### config.mk
export PLATFORM = sky130hd
export DESIGN_NAME = myproject_mac_sched
export DESIGN_NICKNAME = d
export VERILOG_FILES = /design/src/rtl/myproject_mac_sched.sv
export SDC_FILE = /design/constraint.sdc
export NUM_CORES = 1
export LEC_CHECK = 0
export BUFFER_PORTS_ARGS = -buffer_cell sky130_fd_sc_hd__buf_4
export CORE_AREA = 2 2 197 199
export CTS_BUF_LIST = sky130_fd_sc_hd__clkbuf_4 sky130_fd_sc_hd__clkbuf_8 sky130_fd_sc_hd__clkbuf_16
export CTS_CLUSTER_DIAMETER = 200
export DETAILED_ROUTE_END_ITERATION = 6
export DIE_AREA = 0 0 199 201
export PLACE_DENSITY = 0.6
export SLEW_MARGIN = 30
export SYNTH_ARGS = -nofsm -noshare
export SYNTH_HDL_FRONTEND = slang
export SYNTH_SLANG_ARGS = --single-unit
export TNS_END_PERCENT = 30
### constraint.sdc
create_clock -name ap_clk -period 2.52 [get_ports ap_clk]
set_input_delay 0.126 -clock ap_clk [delete_from_list [all_inputs] [get_ports ap_clk]]
set_output_delay 0.126 -clock ap_clk [all_outputs]
set_load 0.03 [all_outputs]
### src/rtl/myproject_mac_sched.sv
// Dense-layer MAC sequencer: one shared signed multiplier,
// N_OUT dot products of N_IN terms, start/done handshake.
module myproject_mac_sched #(
  parameter int N_IN   = 4,
  parameter int N_OUT  = 2,
  parameter int DATA_W = 12,
  parameter int WGT_W  = 8,
  parameter int PROD_W = 16,
  parameter int ACC_W  = 20
) (
  input  logic                         ap_clk,
  input  logic                         ap_rst_n,
  input  logic                         ap_start,
  output logic                         ap_ready,
  output logic                         ap_idle,
  output logic                         ap_done,
  input  logic [N_IN*DATA_W-1:0]       data_i,
  input  logic [N_IN*N_OUT*WGT_W-1:0]  wgt_i,
  output logic [N_OUT*ACC_W-1:0]       res_o,
  output logic [DATA_W-1:0]            mul_din0,
  output logic [WGT_W-1:0]             mul_din1,
  input  logic [PROD_W-1:0]            mul_dout
);

  localparam int NK = N_IN * N_OUT;
  localparam int IW = (N_IN > 1) ? $clog2(N_IN) : 1;
  localparam int JW = (N_OUT > 1) ? $clog2(N_OUT) : 1;
  localparam int KW = (NK > 1) ? $clog2(NK) : 1;

  typedef enum logic [1:0] {
    IDLE,
    MUL,
    LAST,
    DONE
  } state_t;

  state_t state;
  state_t state_nx;

  logic [N_IN*DATA_W-1:0]  data_r;
  logic [NK*WGT_W-1:0]     wgt_r;
  logic [IW-1:0]           i;
  logic [JW-1:0]           j;
  logic [KW-1:0]           k;
  logic [IW-1:0]           ni;
  logic [JW-1:0]           nj;
  logic [KW-1:0]           nk;
  logic                    last_i;
  logic                    last_pair;
  logic [PROD_W-1:0]       prod_r;
  logic [JW-1:0]           prod_j;
  logic                    prod_v;
  logic [ACC_W-1:0]        prod_x;
  logic [ACC_W-1:0]        acc    [N_OUT];
  logic [ACC_W-1:0]        acc_nx [N_OUT];

  assign last_i    = (i == IW'(N_IN - 1));
  assign last_pair = last_i && (j == JW'(N_OUT - 1));

  // k walks the weight array linearly, so it always equals j*N_IN+i
  always_comb begin
    ni = last_i ? '0 : i + 1'b1;
    nj = last_pair ? '0 : (last_i ? j + 1'b1 : j);
    nk = last_pair ? '0 : k + 1'b1;
  end

  assign prod_x = {{(ACC_W-PROD_W){prod_r[PROD_W-1]}}, prod_r};

  always_comb begin
    for (int n = 0; n < N_OUT; n++) begin
      acc_nx[n] = acc[n];
      if (prod_v && (prod_j == JW'(n)))
        acc_nx[n] = acc[n] + prod_x;
    end
  end

  always_comb begin
    state_nx = state;
    ap_ready = 1'b0;
    ap_idle  = 1'b0;
    ap_done  = 1'b0;
    unique case (state)
      IDLE: begin
        ap_idle = 1'b1;
        if (ap_start) begin
          ap_ready = 1'b1;
          state_nx = MUL;
        end
      end
      MUL: begin
        if (last_pair)
          state_nx = LAST;
      end
      LAST: state_nx = DONE;
      DONE: begin
        ap_done  = 1'b1;
        state_nx = IDLE;
      end
      default: state_nx = IDLE;
    endcase
  end

  always_ff @(posedge ap_clk) begin
    if (!ap_rst_n)
      state <= IDLE;
    else
      state <= state_nx;
  end

  always_ff @(posedge ap_clk) begin
    if (!ap_rst_n) begin
      for (int n = 0; n < N_OUT; n++)
        acc[n] <= '0;
      data_r   <= '0;
      wgt_r    <= '0;
      i        <= '0;
      j        <= '0;
      k        <= '0;
      prod_r   <= '0;
      prod_j   <= '0;
      prod_v   <= 1'b0;
      res_o    <= '0;
      mul_din0 <= '0;
      mul_din1 <= '0;
    end else begin
      for (int n = 0; n < N_OUT; n++)
        acc[n] <= acc_nx[n];
      prod_v <= 1'b0;
      unique case (state)
        IDLE: begin
          if (ap_start) begin
            for (int n = 0; n < N_OUT; n++)
              acc[n] <= '0;
            data_r   <= data_i;
            wgt_r    <= wgt_i;
            i        <= '0;
            j        <= '0;
            k        <= '0;
            mul_din0 <= data_i[DATA_W-1:0];
            mul_din1 <= wgt_i[WGT_W-1:0];
          end
        end
        MUL: begin
          prod_r   <= mul_dout;
          prod_j   <= j;
          prod_v   <= 1'b1;
          i        <= ni;
          j        <= nj;
          k        <= nk;
          mul_din0 <= data_r[int'(ni)*DATA_W +: DATA_W];
          mul_din1 <= wgt_r[int'(nk)*WGT_W +: WGT_W];
        end
        LAST: begin
          for (int n = 0; n < N_OUT; n++)
            res_o[n*ACC_W +: ACC_W] <= acc_nx[n];
        end
        default: ;
      endcase
    end
  end

endmodule

; Word-level counts from Yosys, hierarchy flattened
; Memories as Yosys holds them, arrays and structs flattened.
; Cells that the tools add are included.
[op_classes]
n_reduce_logical = 9
mux = 32
bitwise = 5
mul = 1
n_addsub = 5
shifts = 2
eq_ne = 7
[ops]
columns = cell, n
row1 = 20-bit 2-to-1 mux, 6
row2 = 64-bit by 7-bit indexed part select with 8-bit output, 1
row3 = 48-bit by 7-bit indexed part select with 12-bit output, 1
row4 = 20-bit adder, 2
row5 = 12-bit one-hot mux with 2 select lines, 1
row6 = 8-bit one-hot mux with 2 select lines, 1
row7 = 1-bit 2-to-1 mux, 12
row8 = 12-bit 2-to-1 mux, 1
row9 = 2-bit 2-to-1 mux, 4
row10 = 8-bit 2-to-1 mux, 1
row11 = 2-bit one-hot mux with 4 select lines, 1
row12 = 2-bit == test (second input constant), 3
row13 = 3-bit 2-to-1 mux, 2
row14 = 3-bit one-hot mux with 2 select lines, 1
row15 = 2-bit AND reduction, 3
row16 = 2-bit by 2-bit multiplier with 4-bit output (second input constant), 1
row17 = 2-bit inequality test (second input constant), 2
row18 = 1-bit OR, 4
row19 = 2-bit one-hot mux with 2 select lines, 1
row20 = 3-bit by 1-bit adder with 3-bit output (second input constant), 1
row21 = 1-bit logical AND, 3
row22 = 3-bit inequality test (second input constant), 1
row23 = 3-bit AND reduction, 1
row24 = 2-bit by 1-bit adder with 2-bit output (second input constant), 1
row25 = other kinds (6), 6
[word_totals]
ram_bits = 40
regBits = 198
mem_count = 1
output_inout_bits = 63
in_bits = 131
[memory_table]
columns = name, depth, word_bits, read_ports, rd_ports_with_merged_regs, write_ports, line
row1 = acc, 2, 20, 2, 0, 2, 54  ; logic [ACC_W-1:0] acc [N_OUT];

; Depth between registers and ports, before layout
; Gate-level depths: netlist of run 1.
[depth]
word_depth = 5
mapped_depth = 10
mapped_depth_nobuf = 10

; Least setup slack after synthesis of run 1
; No wires, ideal clock.
[synth_path]
path_kind = register to register
start = register prod_r[0]
end = register res_o[18]
stages_incl_launch_ff = 11
period_less_slack_ns = 2.286
path_buffers = 0
t_required_ns = 2.383
arrival_ns = 2.149
slack_ns = 0.234
cell_sequence = dfxtp_1 > ha_1 > inv_1 > fa_1 > nor2b_1 > o31a_1 > o211a_1 > or2_4 > a311oi_2 > mux2i_1 > a31oi_1
[synth_between]
elab_chain_len = 2
[synth_rtl]
columns = item, line
row1 = start: declaration, 50  ; logic [PROD_W-1:0] prod_r;
row2 = start signal: assignment, 144  ; prod_r <= mul_dout;
row3 = 20-bit adder, 73  ; acc_nx[n] = acc[n] + prod_x;
row4 = 20-bit 2-to-1 mux, 72  ; if (prod_v && (prod_j == JW'(n)))
row5 = end signal: indexed assignment, 155  ; res_o[n*ACC_W +: ACC_W] <= acc_nx[n];
row6 = end: declaration, 19  ; output logic [N_OUT*ACC_W-1:0] res_o,
; Every way passes these cells.
; A chain may end at the register's enable or synchronous reset.

; Worst setup path after layout of run 1
[layout_path]
start = register prod_r[7]
end = register res_o[18]
; Same word-level chain as after synthesis.

==> out/metrics.cfg, run 1 <==
[outcome]
status = complete, no violations

[sta]
finalHoldViolCount = 0
worstMarginPinSlew_ps = 680.3
rsz0062_at_grt = true
setup_viol = 0
fin_crit_ps = 2410
fin_crit_sh_pct = 95.63
drv_slew = 0
finalClockSkew_ps = 16.64
max_slew_margin_pct = 54.65
fmax_mhz = 414.9
totalNegativeSetupSlack_ps = 0
fin_ws_ps = 110.0

[floorplanning]
die-area_um2 = 40000
rows = 72
core_area_um2 = 38110
boundaryPins = 194
die_h_um = 201
die_w_um = 199
start_util_pct = 29.57

[clocking]
root_buffer = clkbuf_16
cts_num_sinks = 238
clk_pin_slew_ps = 60
clk_path_buf_depth = 3
htree_levels = 1
post-cts-setup-buffer-count = 0
cts_tree = yes
numCtsBuffers = 27
insertion_delay_ps = 570

[min_path]
holdPathEnd = acc[0][12]
min_from = ap_start
hp-class = in -> reg
hold_depth = 4

[power_and_ir_drop]
powerDensity_nw_per_um2 = 951.1
power_uw = 15040
ir_drop_mv = 0.6239
leakage_uw = 0.006305

[yosys]
syn_inst = 1385
synth_ff_type = dfxtp_1
synth_seq_cells = 238
syn_nets = 1562
synth_edf_count = 0
syn_area_per_cell_um2 = 8.135
synth.distinct_cells = 60
synthesis.area_um2 = 11270
yosysWarnings = 0
seq_area_frac_synth_pct = 42.29
synthArstFlopShare_pct = 0

[route]
avgRoutedWirePerCell_um = 16.25
drc_errors = 0
vias = 10910
dr.pass1.iters = 5
drtIter0Drc = 639
wirelength_um = 36250
drtAntennaViolNets = 0
via_per_inst = 4.894

[global_routing]
grt_pass1_vias = 10740
antenna_found_initial = 0
groute.usage.overall_pct = 17.85
grt_max_degree = 92
grt_first_pass_wirelength_um = 57400
grt-ovfl-total = 0

[worst_setup_path]
crit_required_ps = 2950
crit_path_end_kind = flop
rr_startpoint = prod_r[7]
critPathArrivalTime_ps = 2840
r2r-end = res_o[18]
path_class = reg -> reg
path_max_fanout = 4
cp-start-kind = flop
reg2regPathDepth = 7
reg2reg_setup_slack_ps = 110
cp-startpoint = prod_r[7]

[cells_and_area]
layout-drive-gt1-share_pct = 19.52
final_net_count = 1869
final_util_pct = 41.51
area_delta_synth_final_pct = 40.38

[place]
place_congestion = 0.8790
port_buffers = 193
place_ws_ps = -37.36
dpl.hpwl_um = 25030

[run]
cap_violations = 0

## layout by cell type (no fill, tap or decap), types with 5 or more instances in the layout
| cell type | instances |
|---|---|
| nand2_1 | 296 |
| dfxtp_1 | 237 |
| buf_4 | 235 |
| a21oi_1 | 194 |
| dlygate4sd3_1 | 128 |
| nor2_1 | 115 |
| o21ai_0 | 53 |
| mux2i_1 | 47 |
| ha_1 | 38 |
| a211oi_1 | 37 |
| clkbuf_16 | 27 |
| o221ai_1 | 18 |
| nand3_1 | 17 |
| o211ai_1 | 16 |
| inv_1 | 15 |
| xor2_1 | 15 |
| and2_1 | 14 |
| a31oi_1 | 14 |
| nor3_1 | 12 |
| nor2b_1 | 11 |
| mux4_2 | 11 |
| xnor2_1 | 10 |
| and3_1 | 10 |
| o21a_1 | 9 |
| a21o_1 | 9 |
| nand2b_1 | 7 |
| ha_2 | 6 |
| a22oi_1 | 5 |
| nand3b_1 | 5 |
| clkbuf_4 | 5 |
| bufinv_16 | 5 |
| buf_12 | 5 |
## cell type report
type / count / area, µm²
diodes: 1 / 2.502
clock buffers: 35 / 754.5
clock inverters: 13 / 215.2
fillers: 3763 / 22290
inverters: 18 / 75.07
multi-input cells: 1039 / 6210
flip-flops and latches: 238 / 4766
well taps: 518 / 648.1
repair buffers: 368 / 3146
## cells in the mapped netlist, types with 2 or more instances
cell | instances | area [µm²]
nor2b_1 | 13 | 81.33
nand3_1 | 17 | 85.08
clkbuf_1 | 84 | 315.3
o21ai_0 | 57 | 285.3
inv_1 | 15 | 56.30
a21o_1 | 9 | 67.56
nand3b_1 | 5 | 37.54
a31oi_1 | 15 | 93.84
clkinv_1 | 2 | 7.510
a22oi_1 | 5 | 37.54
buf_1 | 5 | 18.77
and3_1 | 10 | 62.56
o21a_1 | 9 | 67.56
a221oi_1 | 2 | 17.52
a211oi_1 | 38 | 285.3
o211ai_1 | 16 | 120.1
a2111oi_0 | 3 | 26.28
nor3_1 | 15 | 75.07
fa_1 | 2 | 40.04
xnor2_1 | 10 | 87.58
a21boi_0 | 3 | 22.52
o31a_1 | 4 | 35.03
a211o_1 | 2 | 17.52
o21bai_1 | 4 | 30.03
ha_1 | 44 | 550.5
nor4b_1 | 2 | 17.52
mux4_2 | 11 | 247.7
dfxtp_1 | 238 | 4765
o22ai_1 | 3 | 18.77
a21oi_1 | 195 | 975.9
xor2_1 | 15 | 131.4
nand4_1 | 2 | 12.51
o41ai_1 | 2 | 17.52
nand2b_1 | 7 | 43.79
nand2_1 | 297 | 1115
nor4_1 | 4 | 25.02
o221ai_1 | 18 | 157.7
nor2_1 | 115 | 431.7
nor3b_1 | 3 | 22.52
and2_1 | 14 | 87.58
and4_1 | 4 | 35.03
mux2i_1 | 48 | 480.5
## flip-flops by register name, indices dropped and copies added (netlist names)
signal    flops
prod_r       16
wgt_r        64
res_o        40
i             2
prod_v        1
state         2
data_r       48
j             1
mul_din0     12
mul_din1      8
acc          40
prod_j        1
k             3
## routing by layer
| layer | vias up | track usage, % | wire length, µm |
|---|---|---|---|
| met5 | - | 0 | 0 |
| li1 | 5494 | - | - |
| met4 | 0 | 5.277 | 960 |
| met3 | 58 | 2.755 | 1626 |
| met2 | 269 | 30.28 | 17350 |
| met1 | 5092 | 23.28 | 16310 |
## worst max path at each step
stage	endpoint	slack (ps)	depth (start not counted)
3_5_place_dp	res_o[15]	-40	9
3_3_place_gp	res_o[15]	-9	9
6_report	res_o[18]	110	7
2_1_floorplan	res_o[18]	230	10
4_1_cts	res_o[34]	9	10
5_1_grt	res_o[39]	-30	8
## cell families (layout without fill, tap and decap cells)
group | after synthesis | count (layout) | share of synthesized area [%]
adders and majority gates | 46 | 46 | 5.242
xor gates and xnor gates | 25 | 25 | 1.943
DFF | 238 | 238 | 42.29
AOI/OAI and AO/OA | 397 | 397 | 21.22
other | 0 | 1 | 0
muxes | 59 | 59 | 6.463
and+or+nand+nor | 512 | 512 | 19.23
buffers and inverters | 108 | 434 | 3.609
## power breakdown
group | leakage, µW | internal, µW | switching [µW]
clock | 0.000470 | 2630 | 1660
sequential | 0.00194 | 4550 | 486
combinational | 0.00389 | 2180 | 3530
total | 0.00630 | 9360 | 5680
## what timing repair did
| action | 4_1_cts | 5_1_grt |
|---|---|---|
| endpoints found under the hold margin | 147 | 0 |
| pin swaps | 0 | 3 |
| hold buffers | 128 | 0 |
| resized for setup | 3 | 27 |
| setup endpoints to repair | 3 | 31 |
## metrics by stage
stage / instance area [µm²] / instances / hold slack (ps)
after floorplan: 11270 / 1385 / 262.0
after global placement: 13460 / 2053 / 369.0
after detailed placement: 13460 / 2053 / 371.6
after CTS: 15720 / 2229 / 72.86
after global routing: 15810 / 2229 / 102.1
final: 15820 / 2230 / 73.88
## worst max-delay path, cell delays in order (launching register included)
cell	delay, ps
dfxtp_1	340
ha_1	250
or4_4	550
o211a_1	260
or2_4	270
a311oi_2	260
mux2i_1	260
a31oi_1	100
(Power assumes the default switching activity.)
==> inputs of run 2 (changes only) <==
- BUFFER_PORTS_ARGS: -buffer_cell sky130_fd_sc_hd__buf_4 -> -buffer_cell sky130_fd_sc_hd__buf_2
==> run 2 against run 1 <==
Clock skew increased by 11 ps. Hold slack worse by 22 ps. Cell count grew 0.40%. Cell area fell by 2.7%. Sequential power about the same. Power down 1.4%. Worst setup slack improved by 2.6 ps. Flip-flop and latch count unchanged. Clock power grew 2%. Critical endpoint is now res_o[32].
==> out/metrics.cfg, run 2 (same netlist as run 1, synthesis figures left out) <==
[outcome]
status = complete, no violations

[cells_and_area]
final_net_count = 1875  ; +0.32%
final_common_cell = nand2_1
largest_register_ff_count = 64  ; unchanged
reg_top3 = wgt_r: 64 flops, data_r: 48 flops
final_cell_mix = nand2_1 (296), dfxtp_1 (235), a21oi_1 (193), buf_2 (193), dlygate4sd3_1 (128)
fin_cells = 2239  ; +0.40%
layout-drive-gt1-share_pct = 19.65  ; +0.13 points
area_delta_synth_final_pct = 36.59
largest_register = wgt_r

[global_routing]
antenna_found_initial = 3  ; +3
grt_first_pass_wirelength_um = 57150  ; -0.45%
grt_pass1_vias = 10840  ; +0.85%
groute.usage.overall_pct = 17.70  ; -0.15 points
grt-ovfl-total = 0  ; unchanged
grt_max_degree = 80  ; -13%

[route]
vias = 11000  ; +0.82%
dr.pass1.iters = 5  ; unchanged
drtIter0Drc = 600  ; -6.1%
avgRoutedWirePerCell_um = 16.11  ; -0.86%
drtAntennaViolNets = 0  ; unchanged
drc_errors = 0  ; unchanged
wirelength_um = 36080  ; -0.46%
via_per_inst = 4.914  ; +0.41%

[sta]
fin_crit_sh_pct = 95.53  ; -0.10 points
worstMarginPinSlew_ps = 821.8  ; +141.6 ps
max_slew_margin_pct = 45.21  ; -9.4 points
totalNegativeSetupSlack_ps = 0  ; unchanged
finalClockSkew_ps = 27.82  ; +11.19 ps
fmax_mhz = 415.4  ; +0.11%
rsz0062_at_grt = true
setup_viol = 0  ; unchanged
drv_slew = 0  ; unchanged
finalHoldViolCount = 0  ; unchanged
fin_crit_ps = 2407  ; -2.560 ps

[power_and_ir_drop]
powerDensity_nw_per_um2 = 963.5  ; +1.3%
leakage_uw = 0.006244  ; -0.96%
ir_drop_mv = 0.5757  ; -7.7%

[floorplanning]
start_util_pct = 29.57  ; unchanged
die_w_um = 199  ; unchanged
boundaryPins = 194  ; unchanged
rows = 72  ; unchanged
core_area_um2 = 38110  ; unchanged
die_h_um = 201  ; unchanged
die-area_um2 = 40000  ; unchanged

[place]
dpl.hpwl_um = 25120  ; +0.35%
place_inst = 2056  ; +0.15%
port_buffers = 193  ; unchanged
place_congestion = 0.8737  ; -0.60%

[worst_setup_path]
path_class = reg -> reg
crit_path_end_kind = flop
critPathArrivalTime_ps = 2840  ; about the same
crit_required_ps = 2950  ; about the same
cp-start-kind = flop
path_max_fanout = 4  ; unchanged

[clocking]
htree_levels = 1  ; unchanged
numCtsBuffers = 28  ; +3.7%
clk_pin_slew_ps = 60  ; about the same
cts_num_sinks = 238  ; unchanged
clk_path_buf_depth = 3  ; unchanged
insertion_delay_ps = 570  ; about the same
cts_tree = yes
root_buffer = clkbuf_16

[min_path]
hp-class = in -> reg

[run]
cap_violations = 0  ; unchanged

==> run 2: changes by cell type in the layout (fill, tap and decap cells not counted), moves of 3 or more <==
cell        previous run  this run
clkinvlp_4             4         1
buf_4                235        48
ha_2                   6         3
buf_2                  0       193
o21ai_1                3         6
==> run 2: critical path: stages (launching register included) <==
cell,delay [ps]
dfxtp_1,330
ha_1,350
nor2b_2,180
o31a_1,350
buf_4,170
o211ai_1,240
nand3_1,150
and4_1,210
nor3_2,210
a21oi_1,90
==> run 2: per-stage QoR <==
stage / hold slack, ps / setup WS [ps] / instance area, µm² / util (%) / total power [µW]
3_5_place_dp: 365.9 / -16.69 / 12990 / 34.08 / 10410
2_1_floorplan: 262.0 / 233.7 / 11270 / - / 8637
6_report: 51.56 / 112.6 / 15390 / 40.39 / 14830
3_3_place_gp: 360.7 / -6.718 / 12990 / 34.08 / 10330
4_1_cts: 26.61 / 22.94 / 15290 / 40.13 / 15010
5_1_grt: 51.92 / -22.28 / 15390 / 40.39 / 15760
==> run 2: timing repair <==
item                       CTS  global route
cloned                       0             0
hold buffers               128             0
pin swaps                    0             4
setup endpoints to repair    4            23
resized for setup            2            24
hold endpoints to repair   147             0
buffers inserted             0             2
==> run 2: cell type report <==
cell class	count	area, µm²
repair buffers	373	2688
clock inverters	13	203.9
inverters	18	71.32
fillers	3831	22720
clock buffers	39	814.5
flip-flops and latches	238	4768
well taps	518	648.1
multi-input cells	1039	6193
diodes	1	2.502
==> run 2: worst paths after layout <==
kind                                start         end  slack (ps)  depth (start not counted)
worst max-delay path            prod_r[2]   res_o[32]         110                          9
worst min-delay path             ap_start  acc[0][12]          50                          4
worst max register to register  prod_r[2]   res_o[32]         110                          9
worst min register to register  data_r[4]   data_r[4]         450                          2
==> run 2: where the power goes <==
part / total [µW] / internal (µW) / switching (µW)
clock: 4370 / 2680 / 1690
combinational: 5420 / 1930 / 3490
sequential: 5040 / 4550 / 482
total: 14800 / 9160 / 5660
==> run 2: routing by layer <==
metal,GRT usage [%],up-vias,routed length [µm]
li1,-,5491,-
met1,23.38,5157,16380
met2,30.32,298,17180
met3,2.755,52,1751
met4,3.838,4,742
met5,0,-,25
